===== config.mk =====
export PLATFORM = sky130hd
export DESIGN_NAME = grey_counter_param
export DESIGN_NICKNAME = d
export VERILOG_FILES = /design/src/rtl/grey_counter_param.sv
export SDC_FILE = /design/constraint.sdc
export NUM_CORES = 1
export LEC_CHECK = 0
export CORE_AREA = 4 4 41 43
export DETAILED_ROUTE_END_ITERATION = 8
export DIE_AREA = 0 0 45 47
export GPL_TIMING_DRIVEN = 0
export HOLD_SLACK_MARGIN = 0.03
export SKIP_LAST_GASP = 1
export SLEW_MARGIN = 15
export SYNTH_ARGS = -nofsm -noshare
export SYNTH_HDL_FRONTEND = slang
export SYNTH_SLANG_ARGS = --single-unit
export TNS_END_PERCENT = 50

===== constraint.sdc =====
create_clock -name clk -period 1.8 [get_ports clk]
set_input_delay 0.36 -clock clk [delete_from_list [all_inputs] [get_ports clk]]
set_output_delay 0.36 -clock clk [all_outputs]
set_load 0.01 [all_outputs]

===== src/rtl/grey_counter_param.sv =====
// -----------------------------------------------------------------------------
// grey_counter_param
//   Parametrised Gray-code counter with enable, up/down direction, synchronous
//   clear and wrap-or-saturate behaviour. The binary and Gray registers load on
//   the same edge, so the two outputs are coherent in every cycle.
//
// Parameters:
//   WIDTH  counter width in bits (2..32)
//   WRAP   1 = modulo-2^WIDTH wrap-around, 0 = saturate at the limits
//
// Ports:
//   clk         rising-edge clock
//   rst         asynchronous active-low reset
//   en          count enable (one step per cycle)
//   up          direction: 1 = increment, 0 = decrement
//   clr         synchronous clear to zero (highest synchronous priority)
//   bin_count   registered binary count
//   gray_count  registered Gray code of bin_count
//   wrap        registered event: wrapped (WRAP=1) or blocked at limit (WRAP=0)
//
// Optional build macro GREY_LOAD_EN adds:
//   load        synchronous load strobe (priority clr > load > en)
//   load_gray   Gray value to load; bin_count receives its binary equivalent
// -----------------------------------------------------------------------------
module grey_counter_param #(
  parameter int unsigned WIDTH = 4,
  parameter bit          WRAP  = 1'b1
) (
  input  logic             clk,
  input  logic             rst,
  input  logic             en,
  input  logic             up,
  input  logic             clr,
`ifdef GREY_LOAD_EN
  input  logic             load,
  input  logic [WIDTH-1:0] load_gray,
`endif
  output logic [WIDTH-1:0] bin_count,
  output logic [WIDTH-1:0] gray_count,
  output logic             wrap
);

  localparam logic [WIDTH-1:0] ONE = {{(WIDTH-1){1'b0}}, 1'b1};

  logic [WIDTH-1:0] bin_q, bin_d;
  logic [WIDTH-1:0] gray_q, gray_d;
  logic             wrap_q, wrap_d;
  logic             at_limit;

`ifdef GREY_LOAD_EN
  // Gray-to-binary: each binary bit is the XOR of all Gray bits at or above it.
  function automatic logic [WIDTH-1:0] gray2bin(input logic [WIDTH-1:0] g);
    logic [WIDTH-1:0] b;
    b = '0;
    b[WIDTH-1] = g[WIDTH-1];
    for (int unsigned i = WIDTH - 1; i > 0; i--) begin
      b[i-1] = b[i] ^ g[i-1];
    end
    return b;
  endfunction
`endif

  always_comb begin
    bin_d    = bin_q;
    wrap_d   = 1'b0;
    at_limit = up ? (bin_q == '1) : (bin_q == '0);
    if (clr) begin
      bin_d = '0;
`ifdef GREY_LOAD_EN
    end else if (load) begin
      bin_d = gray2bin(load_gray);
`endif
    end else if (en) begin
      // Modulo arithmetic already produces the wrapped value; saturation just
      // suppresses the step. Either way the limit condition raises the flag.
      wrap_d = at_limit;
      if (at_limit && !WRAP) begin
        bin_d = bin_q;
      end else begin
        bin_d = up ? (bin_q + ONE) : (bin_q - ONE);
      end
    end
    // Gray is derived from the next binary value so both registers agree.
    gray_d = bin_d ^ (bin_d >> 1);
  end

  always_ff @(posedge clk or negedge rst) begin
    if (!rst) begin
      bin_q  <= '0;
      gray_q <= '0;
      wrap_q <= 1'b0;
    end else begin
      bin_q  <= bin_d;
      gray_q <= gray_d;
      wrap_q <= wrap_d;
    end
  end

  assign bin_count  = bin_q;
  assign gray_count = gray_q;
  assign wrap       = wrap_q;

endmodule


## Word level (Yosys, flattened, before mapping)

Index checks and enable logic that the tools add are counted.

- Flip-flop bits (word level): 9
- Bits of input ports: 5
- Output and inout bits: 9
- Word-level logic and storage cells: 14

- Add/subtract/negate cells: 2
- Eq/ne operators: 1
- Multiplexer cells: 6
- Bitwise gates (word level): 1
- Reduce and logical (&&, ||, !) cells: 1

Operator list:

| cell | count |
|---|---|
| two-way mux 4 bit | 3 |
| adder 4 x 1 -> 4 bit, second input constant | 1 |
| == test 4 bit, second input constant | 1 |
| zero test 4 bit | 1 |
| subtractor 4 x 1 -> 4 bit, second input constant | 1 |
| XOR 4 x 3 -> 4 bit | 1 |
| two-way mux 1 bit | 3 |

## Logic depth before layout (Yosys ltp)

- Word-level depth: 5
- Gate-level depth with buffers: 7
- Mapped depth without buffers: 7

## Worst setup path after synthesis

No wires, ideal clock.

- Kind: register -> register
- Start point: reg bin_q[0] (netlist: bin_count[0])
- End point: reg gray_q[2] (netlist: gray_count[2])
- Library setup time: 128 ps
- Arrival time: 1,768 ps
- Required time: 1,672 ps
- Setup slack: -95 ps
- Cell stages (with the launch flop): 7
- Buffers on the path: 0
- Period minus slack after synthesis: 1,895 ps
- Path through: dfrtp_1 > fa_1 > xnor2_1 > xnor2_1 > xnor2_1 > a21oi_1 > mux2_1

- Longest elaborated chain between the ends: 5
- Elaborated cells on any way between the ends: 6
- Those cells by class: add/sub (2); mux (3); bitwise (1)

Ends and longest elaborated chain:

| what | line | source |
|---|---|---|
| from (decl) | 45 | `logic [WIDTH-1:0] bin_q, bin_d;` |
| from (signal assigned) | 93 | `bin_q <= bin_d;` |
| subtractor 4 x 1 -> 4 bit or adder 4 x 1 -> 4 bit (tied branches) | 80 | `bin_d = up ? (bin_q + ONE) : (bin_q - ONE);` |
| two-way mux 4 bit (*) | 80 |  |
| two-way mux 4 bit (*) | 73 | `end else if (en) begin` |
| two-way mux 4 bit (*) | 67 | `if (clr) begin` |
| XOR 4 x 3 -> 4 bit (*) | 84 | `gray_d = bin_d ^ (bin_d >> 1);` |
| net gray_d[2] | 46 | `logic [WIDTH-1:0] gray_q, gray_d;` |
| to (signal assigned) | 94 | `gray_q <= gray_d;` |
| to (decl) | 46 |  |

The timed path passes the listed nets; every way through them passes the cells marked *.

## Worst setup path in the final report

- Start point: reg bin_q[1] (netlist: bin_count[1])
- End point: reg gray_q[2] (netlist: gray_count[2])

Same word-level chain as after synthesis.

==> impl_metrics.ini <==
[clock_network]
clkTransAtPathRegs_ns = 0.06
clockBufferDepth = 2
cts_hold_buf = 0
clk-insertion-delay-late_ns = 0.25
htreeDepth = 1
cts_buffers = 3
cts_root_buf = clkbuf_4
tritoncts = yes
numClockSinks = 8

[floorplanning]
die_y_microns = 47
start_util = 0.344
core_area_sq_um = 1300
io_pins = 14
die-width_microns = 45
dieArea_sq_um = 2120
placementRows = 13

[yosys]
syn_avg_cell_area_sq_um = 10.7
async_reset_ff_frac = 1.00
yosysTopAreaCell = dfrtp_1
synthFlopType = dfrtp_1
synth_warnings = 0
synth_area_leaders = dfrtp_1 (45%), xnor2_1 (7.8%), xor2_1 (5.9%)
syn_nets = 50
yosysSeqAreaShare = 0.447
synth-seq-cells = 8
yosysUniqueCellTypes = 20
synth-edff-count = 0
synth_top_area_frac = 0.447
syn_area_sq_um = 448
syn_inst = 42
yosys.cell_count.top_type = dfrtp_1
synth_commonest_cells = dfrtp_1 (8), nor2_1 (6), xnor2_1 (4), a21oi_1 (3), xor2_1 (3)

[routing]
dr.pass1.iters = 4
drt_iter0_drc = 2
wire_per_inst_microns = 11.7
vias = 366
vias_per_cell = 4.88
ant_nets = 0
route.detailed.drc = 0
wirelength_microns = 880

[setup_path]
arrival_ns = 1.98
reg2reg_from = bin_count[1]$_DFF_PN0_
crit_type = reg -> reg
worst-path-buf-inv = 0
worst_path_most_repeated_cell = xnor2_1
required_ns = 1.92
cp_slowest_cell = dfrtp_2
worstSetupStartpoint = bin_count[1]$_DFF_PN0_
critPathCaptureType = register
worstPathMaxFanout = 2
crit_path_max_incr_delay_ns = 0.43
critical_path.top_delay_family = flip-flops
cp-start-kind = register
crit_path_cell_trace = fa_2, xnor2_2, xnor2_1, xnor2_1, a21oi_1, mux2_1

[timing]
final_max_slew_viol_count = 0
post-route-min-period_ns = 1.86
final.setup.worst_slack_ns = -0.0563
max_freq_mhz = 539
fin_tns_setup_ns = -0.0563
tightest_slew_ns = 0.339
skew_ns = 0.0118
relSlewSlack = 0.773
finalSetupViolCount = 1
fin_crit_sh = 1.03
rsz0062_at_grt = true
hold_viol = 0

[flow_run]
cap_viol_max_count = 0

[power_and_ir_drop]
vdd_drop_max_mv = 0.288
finalPower_mw = 0.593
p_leak_nw = 0.290
power_density_nw_per_um2 = 906

[cells_and_area]
fin_nets = 69
fin_area_sq_um = 654
syn_to_final_growth_pct = 46.1
fillers = 135
drive_gt1_frac = 0.233
utilization = 0.503
antenna_cells = 0

[placement]
dpl_cell_area_sq_um = 598
place_congestion = 0.712
pre_cts_ws_ns = -0.685
port_buffers = 12

[hold_path]
hold_class = in -> async

[global_route]
grt_max_degree = 9
grt_pass1_wl_mm = 1.44
track_usage = 0.0942
antenna_found_initial = 0
grt_pass1_vias = 335
overflow = 0

[status]
violations = negative setup slack
outcome = finished with violations
==> worst reg2reg max path, stage by stage (launching register included) <==
cell and delay, ns:
dfrtp_2 0.43, fa_2 0.41, xnor2_2 0.15, xnor2_1 0.14, xnor2_1 0.12, a21oi_1 0.14, mux2_1 0.34
==> kinds of logic after synthesis <==
logic type,synth area share
and+or+nand+nor,0.151
AOI/OAI and AO/OA,0.0754
DFF,0.447
buffers and inverters,0.0419
muxes,0.0475
xor gates and xnor gates,0.137
adders and majority gates,0.101
==> where the power goes <==
| part | total (mW) | switching, mW | internal (mW) |
|---|---|---|---|
| Combinational | 0.221 | 0.0923 | 0.129 |
| Clock | 0.144 | 0.0597 | 0.0847 |
| Sequential | 0.227 | 0.0194 | 0.208 |
| Total | 0.593 | 0.171 | 0.421 |
==> worst paths after layout <==
path	end	slack (ns)	cells past startpoint
min in group clk	bin_count[2]$_DFF_PN0_	0.40	2
max	gray_count[2]$_DFF_PN0_	-0.06	6
min reg2reg	bin_count[3]$_DFF_PN0_	0.67	2
max reg2reg	gray_count[2]$_DFF_PN0_	-0.06	6
min	wrap$_DFF_PN0_	0.37	1
max in group asynchronous	bin_count[0]$_DFF_PN0_	1.16	1
==> repair_timing <==
action	CTS	global route
resized for setup	6	0
endpoints found under the setup margin	5	2
buffers inserted	2	0
pin swaps	1	0
==> metrics by stage <==
step           hold slack (ns)  instances
4_1_cts                  0.384         75
3_3_place_gp             0.647         69
2_1_floorplan           0.0644         42
5_1_grt                  0.395         75
3_5_place_dp             0.654         69
6_report                 0.372         75
==> cell type report <==
class	count	area, sq um	share of cell area
clock buffers	4	26.3	0.0402
multi-input cells	31	251	0.384
well taps	15	18.8	0.0287
inverters	1	3.75	0.00574
repair buffers	14	136	0.208
plain buffers	2	15.0	0.0229
flip-flops and latches	8	203	0.310
==> layer usage <==
layer | track usage | wire length [microns] | vias up
li1 | - | - | 179
met1 | 0.136 | 402 | 170
met2 | 0.136 | 406 | 17
met3 | 0.0115 | 71 | 0
met4 | 0.0526 | 0 | 0
met5 | 0 | 0 | -
==> flip-flops by register name, summed over array words and instances (netlist names) <==
register    flops
wrap            1
bin_count       4
gray_count      3
==> cell usage in the layout, fill, tap and decap left out, drive strengths merged <==
| master | instances |
|---|---|
| fa | 1 |
| xnor2 | 4 |
| clkdlybuf4s15 | 1 |
| nand3 | 1 |
| clkbuf | 4 |
| and2 | 1 |
| nor2 | 6 |
| nor2b | 1 |
| clkdlybuf4s50 | 11 |
| mux2 | 1 |
| a211oi | 1 |
| a31oi | 1 |
| ha | 2 |
| xor2 | 3 |
| or4 | 1 |
| mux2i | 1 |
| nor3b | 1 |
| dfrtp | 8 |
| inv | 1 |
| and3 | 2 |
| buf | 4 |
| o21ai | 1 |
| a21oi | 3 |
(Power assumes the default switching activity.)
